===== src/rtl/alu_pipe_if.sv =====
// alu_pipe_if: operand/result handshake bundle for alu_pipe.
// master = producer/consumer side (decode and writeback), slave = the ALU.
interface alu_pipe_if #(
  parameter int WIDTH = 32
);
  logic             in_valid;
  logic             in_ready;
  logic [WIDTH-1:0] in1;
  logic [WIDTH-1:0] in2;
  logic [5:0]       sel;
  logic             out_valid;
  logic             out_ready;
  logic [WIDTH-1:0] out;

  modport master (
    output in_valid, in1, in2, sel, out_ready,
    input  in_ready, out_valid, out
  );

  modport slave (
    input  in_valid, in1, in2, sel, out_ready,
    output in_ready, out_valid, out
  );
endinterface


===== src/rtl/alu_pipe.sv =====
// alu_pipe: DLX-style ALU with a registered valid/ready result stage.
// Define ALU_PIPE_MUL_EN to add the iterative shift-add multiplier (sel 101000).
module alu_pipe #(
  parameter int WIDTH = 32,
  parameter int SHW   = $clog2(WIDTH)
) (
  input  logic      clk,
  input  logic      rst_n,
  alu_pipe_if.slave bus
);
  // state  | meaning
  // S_IDLE | single-cycle ops accepted while the result slot is empty or draining
  // S_MUL  | shift-add multiply in flight, one multiplier bit per cycle

  localparam logic [5:0] OP_AND = 6'b000000;
  localparam logic [5:0] OP_OR  = 6'b000001;
  localparam logic [5:0] OP_XOR = 6'b000010;
  localparam logic [5:0] OP_SRA = 6'b000100;
  localparam logic [5:0] OP_SRL = 6'b000101;
  localparam logic [5:0] OP_SLL = 6'b000110;
  localparam logic [5:0] OP_ADD = 6'b100000;
  localparam logic [5:0] OP_SEQ = 6'b110000;
  localparam logic [5:0] OP_SNE = 6'b110001;
  localparam logic [5:0] OP_SLT = 6'b110010;
  localparam logic [5:0] OP_SGT = 6'b110011;
  localparam logic [5:0] OP_SLE = 6'b110100;
  localparam logic [5:0] OP_SGE = 6'b110110;
  localparam logic [5:0] OP_SUB = 6'b111000;

  function automatic logic [WIDTH-1:0] alu_result(
    input logic [WIDTH-1:0] a,
    input logic [WIDTH-1:0] b,
    input logic [5:0]       op
  );
    logic [SHW-1:0]   amt;
    logic [WIDTH-1:0] r;
    amt = b[SHW-1:0];
    r   = '0;
    case (op)
      OP_AND: r = a & b;
      OP_OR:  r = a | b;
      OP_XOR: r = a ^ b;
      OP_SRA: r = $signed(a) >>> amt;
      OP_SRL: r = a >> amt;
      OP_SLL: r = a << amt;
      OP_ADD: r = a + b;
      OP_SUB: r = a - b;
      OP_SEQ: r = {{(WIDTH-1){1'b0}}, (a == b)};
      OP_SNE: r = {{(WIDTH-1){1'b0}}, (a != b)};
      OP_SLT: r = {{(WIDTH-1){1'b0}}, ($signed(a) <  $signed(b))};
      OP_SGT: r = {{(WIDTH-1){1'b0}}, ($signed(a) >  $signed(b))};
      OP_SLE: r = {{(WIDTH-1){1'b0}}, ($signed(a) <= $signed(b))};
      OP_SGE: r = {{(WIDTH-1){1'b0}}, ($signed(a) >= $signed(b))};
      default: r = '0;
    endcase
    return r;
  endfunction

  logic [WIDTH-1:0] out_q;
  logic             out_valid_q;
  logic             in_ready;
  logic             accept;

  assign bus.out       = out_q;
  assign bus.out_valid = out_valid_q;
  assign bus.in_ready  = in_ready;
  assign accept        = bus.in_valid && in_ready;

`ifdef ALU_PIPE_MUL_EN
  localparam logic [5:0] OP_MUL = 6'b101000;

  typedef enum logic {S_IDLE, S_MUL} state_t;

  state_t           state;
  logic [SHW-1:0]   cnt;
  logic [WIDTH-1:0] mcand;
  logic [WIDTH-1:0] mplier;
  logic [WIDTH-1:0] acc;
  logic [WIDTH-1:0] acc_next;

  assign acc_next = acc + (mplier[0] ? mcand : '0);
  assign in_ready = (state == S_IDLE) && (!out_valid_q || bus.out_ready);

  always_ff @(posedge clk or negedge rst_n) begin
    if (!rst_n) begin
      out_q       <= '0;
      out_valid_q <= 1'b0;
      state       <= S_IDLE;
      cnt         <= '0;
      mcand       <= '0;
      mplier      <= '0;
      acc         <= '0;
    end else begin
      if (out_valid_q && bus.out_ready) out_valid_q <= 1'b0;
      case (state)
        S_IDLE: begin
          if (accept) begin
            if (bus.sel == OP_MUL) begin
              state  <= S_MUL;
              cnt    <= SHW'(WIDTH - 1);
              mcand  <= bus.in1;
              mplier <= bus.in2;
              acc    <= '0;
            end else begin
              out_q       <= alu_result(bus.in1, bus.in2, bus.sel);
              out_valid_q <= 1'b1;
            end
          end
        end
        S_MUL: begin
          acc    <= acc_next;
          mcand  <= mcand << 1;
          mplier <= mplier >> 1;
          // slot is guaranteed free here: MUL is only accepted when it drains
          if (cnt == '0) begin
            out_q       <= acc_next;
            out_valid_q <= 1'b1;
            state       <= S_IDLE;
          end else begin
            cnt <= cnt - SHW'(1);
          end
        end
      endcase
    end
  end
`else
  assign in_ready = !out_valid_q || bus.out_ready;

  always_ff @(posedge clk or negedge rst_n) begin
    if (!rst_n) begin
      out_q       <= '0;
      out_valid_q <= 1'b0;
    end else begin
      if (out_valid_q && bus.out_ready) out_valid_q <= 1'b0;
      if (accept) begin
        out_q       <= alu_result(bus.in1, bus.in2, bus.sel);
        out_valid_q <= 1'b1;
      end
    end
  end
`endif

endmodule


===== src/flat_wrapper.sv =====
// flat-port wrapper written by rule: the top's interface ports become plain ports
module alu_pipe_flat 
#(
  parameter int WIDTH = 32,
  parameter int SHW   = $clog2(WIDTH)
)
  (clk, rst_n, bus_in_valid, bus_in1, bus_in2, bus_sel, bus_out_ready, bus_in_ready, bus_out_valid, bus_out);
  alu_pipe_if #(.WIDTH(WIDTH)) bus_i ();
  input  logic clk;
  input  logic rst_n;
  input wire logic [$bits(bus_i.in_valid)-1:0] bus_in_valid;
  input wire logic [$bits(bus_i.in1)-1:0] bus_in1;
  input wire logic [$bits(bus_i.in2)-1:0] bus_in2;
  input wire logic [$bits(bus_i.sel)-1:0] bus_sel;
  input wire logic [$bits(bus_i.out_ready)-1:0] bus_out_ready;
  output wire logic [$bits(bus_i.in_ready)-1:0] bus_in_ready;
  output wire logic [$bits(bus_i.out_valid)-1:0] bus_out_valid;
  output wire logic [$bits(bus_i.out)-1:0] bus_out;
  assign bus_i.in_valid = bus_in_valid;
  assign bus_i.in1 = bus_in1;
  assign bus_i.in2 = bus_in2;
  assign bus_i.sel = bus_sel;
  assign bus_i.out_ready = bus_out_ready;
  assign bus_in_ready = bus_i.in_ready;
  assign bus_out_valid = bus_i.out_valid;
  assign bus_out = bus_i.out;
  alu_pipe #(.WIDTH(WIDTH), .SHW(SHW)) u_core (.clk(clk), .rst_n(rst_n), .bus(bus_i));
endmodule

===== config.mk =====
export PLATFORM = sky130hd
export DESIGN_NAME = alu_pipe_flat
export DESIGN_NICKNAME = d
export VERILOG_FILES = /design/src/rtl/alu_pipe_if.sv /design/src/rtl/alu_pipe.sv /design/src/flat_wrapper.sv
export SDC_FILE = /design/constraint.sdc
export NUM_CORES = 1
export LEC_CHECK = 0
export CORE_ASPECT_RATIO = 1.1
export CORE_MARGIN = 10
export CORE_UTILIZATION = 50
export CTS_CLUSTER_DIAMETER = 150
export CTS_CLUSTER_SIZE = 24
export DETAILED_ROUTE_END_ITERATION = 8
export PLACE_DENSITY = 0.72
export SYNTH_ARGS = -nofsm -noshare
export SYNTH_HDL_FRONTEND = slang
export SYNTH_SLANG_ARGS = --single-unit

===== constraint.sdc =====
create_clock -name clk -period 4.85 [get_ports clk]
set_input_delay 0.7275 -clock clk [delete_from_list [all_inputs] [get_ports clk]]
set_output_delay 0.7275 -clock clk [all_outputs]
set_load 0.02 [all_outputs]

# Word-level counts from Yosys, hierarchy flattened
# Index checks and enable logic that the tools add are counted.
word_totals:
  reg_bits: 33
  wordCells: 38
  out_inout_bits: 34
op_classes:
  bitwise_logic: 3
  n_mux: 3
  eq_ne: 15
  n_shift: 3
  reduce_logical: 6
  add_sub_neg: 2
  order_cmp: 4
op_table:
  columns: ["cell", "n"]
  rows:
  - ["$pmux 32 s14", 1]
  - ["$eq 6x6->1 const B", 8]
  - ["$add 32x32->32", 1]
  - ["$and 32x32->32", 1]
  - ["$eq 32x32->1", 1]
  - ["$ge 32x32->1", 1]
  - ["$gt 32x32->1", 1]
  - ["$le 32x32->1", 1]
  - ["$lt 32x32->1", 1]
  - ["$ne 32x32->1", 1]
  - ["$or 32x32->32", 1]
  - ["$shl 32x5->32", 1]
  - ["$shr 32x5->32", 1]
  - ["$sshr 32x5->32", 1]
  - ["$sub 32x32->32", 1]
  - ["$xor 32x32->32", 1]
  - ["$eq 6x3->1 const B", 3]
  - ["$eq 6x1->1 const B", 1]
  - ["$eq 6x2->1 const B", 1]
  - ["$logic_not 6->1", 1]
  - ["$logic_and 1x1->1", 2]
  - ["$mux 1", 2]
  - ["$reduce_bool 2->1", 1]
  - ["$logic_not 1->1", 1]
  - ["$logic_or 1x1->1", 1]

# Longest topological paths before layout
logic_depth:
  depth_word: 4
  mapped_depth: 15
  mapped_depth_nobuf: 13

# Worst setup path after synthesis
# OpenSTA, ideal clock, no wires.
synth_timing:
  kind: "input-to-reg"
  from: "input bus_in2[2]"
  to: "register u_core.out_q[23] (netlist: u_core.bus.out[23])"
  path_buffers: 4
  required_ps: 4724
  cell_stages: 14
  setup_ps: 126
  arrival_ps: 3825
  setup_slack_ps: 899
  cell_sequence: "buf_4 > inv_2 > buf_1 > clkbuf_1 > ha_1 > buf_2 > o21ba_2 > o21ai_1 > o21ai_1 > o31ai_1 > o31a_1 > o2bb2ai_1 > mux2_2 > o32a_1"
synth_via:
  elab_chain_cells: 2
synth_rtl:
  columns: ["element", "line", "source"]
  rows:
  - ["start: declaration", "flat_wrapper.sv:13", "input wire logic [$bits(bus_i.in2)-1:0] bus_in2;"]
  - ["$sub 32x32->32 (tied with other cells)", "alu_pipe.sv:47", "OP_SUB: r = a - b;"]
  - ["$pmux 32 s14 (*)", "alu_pipe.sv:39", "case (op)"]
  - ["end signal: assignment", "alu_pipe.sv:136", "out_q <= alu_result(bus.in1, bus.in2, bus.sel);"]
  - ["end: declaration", "alu_pipe.sv:59", "logic [WIDTH-1:0] out_q;"]
# Every way passes the cells marked *; elsewhere a longest branch is shown, timed or not.
# A chain may end at the register's enable or synchronous reset.

# Final worst setup path
layout_timing:
  from: "input bus_in1[16]"
  to: "register u_core.out_q[21] (netlist: u_core.bus.out[21])"
layout_via:
  elab_chain_cells: 2
layout_rtl:
  columns: ["element", "line", "source"]
  rows:
  - ["start: declaration", "flat_wrapper.sv:12", "input wire logic [$bits(bus_i.in1)-1:0] bus_in1;"]
  - ["$sub 32x32->32 (tied with other cells)", "alu_pipe.sv:47", null]
  - ["$pmux 32 s14 (*)", "alu_pipe.sv:39", null]
# Marks and branches as above.

==> flow_summary.ini <==
[synthesis]
netlist-cell-type-count = 87
synth_edf_count = 0
ys.warnings.count = 0
synth_area_per_cell_um2 = 7.110
synth_compound_area_share_pct = 32.94
synth_top_family_by_area = compound AO/OA/AOI/OAI gates
synth_top_area_share_pct = 11.74
syn-cell-area_mm2 = 0.01034
synth_fa_ha_area_share_pct = 12.13
postSynthCellCount = 1454
ys_seq_area_share_pct = 7.987
synthArstFlopShare_pct = 100.0
synth_ff_type = dfrtp_1
synthXorXnorAreaFrac_pct = 0.8471
yosysTopAreaCell = ha_1
synth_area_leaders = ha_1 (12%), dfrtp_1 (8.0%), mux4_2 (7.8%), nor2_1 (7.4%), a21oi_1 (6.1%)
synth-simple-area-share_pct = 21.29
ys_ff_latch = 33
synthMuxAreaShare_pct = 16.06
syn-num-nets = 1627

[clock_network]
clkSinkCount = 33
cts_resized = 0
clockBufferDepth = 2
root_buffer = clkbuf_16
post_cts_buffers = 0
cts_tree = built
clk-insertion-delay-late_ps = 300
htreeDepth = 2
cts_inserted_buffers = 5
path_clk_slew_ps = 60
ctsHoldBuffers = 0

[worst_setup_path]
crit_path_end = u_core.bus.out[21]
r2r_slack_ps = 2220
timing.rr.end = u_core.bus.out[17]
critPathLaunch = bus_in1[16]
critPathLaunchType = input port
crit_fanout = 11
arrival_ps = 4430
critPathCaptureType = register
reg2reg_from = u_core.bus.out_valid
cp.required_ps = 5030
criticalPathCategory = input port to register
reg2reg_depth = 7

[placed_design]
dp_hpwl_um = 37850
place_congestion = 1.041
dp.cells = 1764
io_buffers = 107

[detailed_routing]
route.final.wire_length_um = 48620
post_drt_wl_per_cell_um = 27.44
first_pass_iters = 6
vias = 12360
drcViolationCount = 0
via_per_inst = 6.974
first_iter_violations = 1643
antenna_left = 0

[timing]
fin_crit_sh_pct = 87.55
clock_skew_ps = 5.349
hold_violations = 0
timing.fmax_mhz = 235.5
setup_viol = 0
slew_headroom_pct = 25.70
tightestPinTransition_ps = 1115
drv_slew = 0
period_needed_ps = 4246
setup_tns_ps = 0
grt_setup_unrepaired = false

[die]
dieArea_mm2 = 0.02684
die_h_um = 170.8
core_area_mm2 = 0.02044
fp-row-count = 55
fp.dieW_um = 157.1
initial_utilization_pct = 50.58
io_pins = 108

[grt]
antenna_found_initial = 1
grt_first_pass_wirelength_um = 72650
grt_max_degree = 77
overflow = 0
grt_pass1_vias = 11440
grt.total_usage_pct = 35.29

[power_and_ir_drop]
pwr-share-seq_pct = 16.8
ir_worst_vdd_v = 0.0001268
netSwitchingFraction_pct = 48.84
pwr-share-comb_pct = 64.6
power.leakage_uw = 0.004907
switchingPower_uw = 984.0
p_clk_share_pct = 18.6
internal-power_uw = 1031
p_per_area_mw_per_mm2 = 171.0

[run]
max_cap_violations = 0

[status]
status = completed

[worst_hold_path]
hp-class = register to register
worstHoldStart = u_core.bus.out[20]

[final_layout]
antenna_cells = 0
layout-drive-gt1-share_pct = 9.960
final_cell_mix = nor2_1 (204), a21oi_1 (127), o21ai_0 (127)
final_common_cell = nor2_1
final_cells = 1772
syn2layout_area_growth_pct = 13.98
layout.nets = 1688
==> worst min-delay path by stage <==
stage | endpoint | slack (ps) | cells after the start
2_1_floorplan | u_core.bus.out[0] | 430 | 0
3_3_place_gp | u_core.bus.out[4] | 470 | 2
3_5_place_dp | u_core.bus.out[4] | 480 | 2
4_1_cts | u_core.bus.out[1] | 500 | 2
5_1_grt | u_core.bus.out[20] | 520 | 2
6_report | u_core.bus.out[20] | 500 | 2
==> synthesized netlist by cell type, drive strengths merged, types with 12 or more instances <==
library cell and n:
nand2 109, a211oi 24, a22oi 13, nand3 27, ha 97, o22ai 24
inv 97, or3 16, mux4 47, and3 13, a21o 17, nor3 36
a221oi 16, buf 41, mux2i 38, a31oi 30, nor2b 12, o21bai 17
o21ai 132, a21oi 127, nor2 206, clkbuf 70, o211ai 15, mux2 16
dfrtp 33
==> power groups by stage <==
stage / Clock (uW) / Combinational (uW) / Sequential, uW
floorplan: 0 / 739 / 385
global placement: 0 / 1260 / 342
detailed placement: 0 / 1260 / 342
CTS: 376 / 1270 / 337
global route: 386 / 1390 / 341
finish: 374 / 1300 / 338
==> area by class of cell <==
cell class,count,area (um2)
Multi-Input combinational cell,1212,8608
Fill cell,2008,8655
Sequential cell,33,825.8
Tap cell,256,320.3
Inverter,98,367.9
Clock buffer,7,152.6
Clock inverter,1,5.005
Timing Repair Buffer,165,1504
==> registers in the layout (all words and copies together), names as in the netlist <==
| signal | cells |
|---|---|
| u_core.bus.out | 32 |
| u_core.bus.out_valid | 1 |
==> cell families (layout without fill, tap and decap cells) <==
kind of cell	after synthesis	in the layout
buf+inv	209	271
fa+ha+maj	99	99
compound gates	523	523
simple gates	479	479
xor+xnor	10	10
flops	33	33
mux	101	101
==> metal layers <==
| metal | share of wire, % | wire (um) | vias up | track usage [%] |
|---|---|---|---|---|
| met4 | 7.6 | 3693 | 2 | 22.82 |
| met2 | 44 | 21300 | 799 | 54.15 |
| met3 | 9.3 | 4528 | 162 | 6.352 |
| met5 | 0.037 | 18 | - | 0 |
| met1 | 39 | 19080 | 5849 | 44.69 |
| li1 | - | - | 5546 | - |
==> worst max-delay path, stage by stage <==
cell,delay (ps)
clkdlybuf4s50_1,640
inv_1,80
ha_1,550
inv_1,230
nor4_1,560
o21ai_0,310
a31oi_1,580
o221ai_1,230
a2111oi_0,440
nor2_1,70
==> through the flow <==
stage	cell area (um2)	total power [uW]	utilization (%)	hold slack, ps	setup WS, ps
after floorplan	10340	1124	-	431.9	898.6
after global placement	11630	1603	56.88	473.3	477.3
after detailed placement	11630	1605	56.88	483.5	461.7
after CTS	11780	1983	57.66	496.5	755.9
after global routing	11780	2115	57.66	519.2	546.8
final	11780	2015	57.66	501.7	603.9
(Power assumes the default switching activity.)
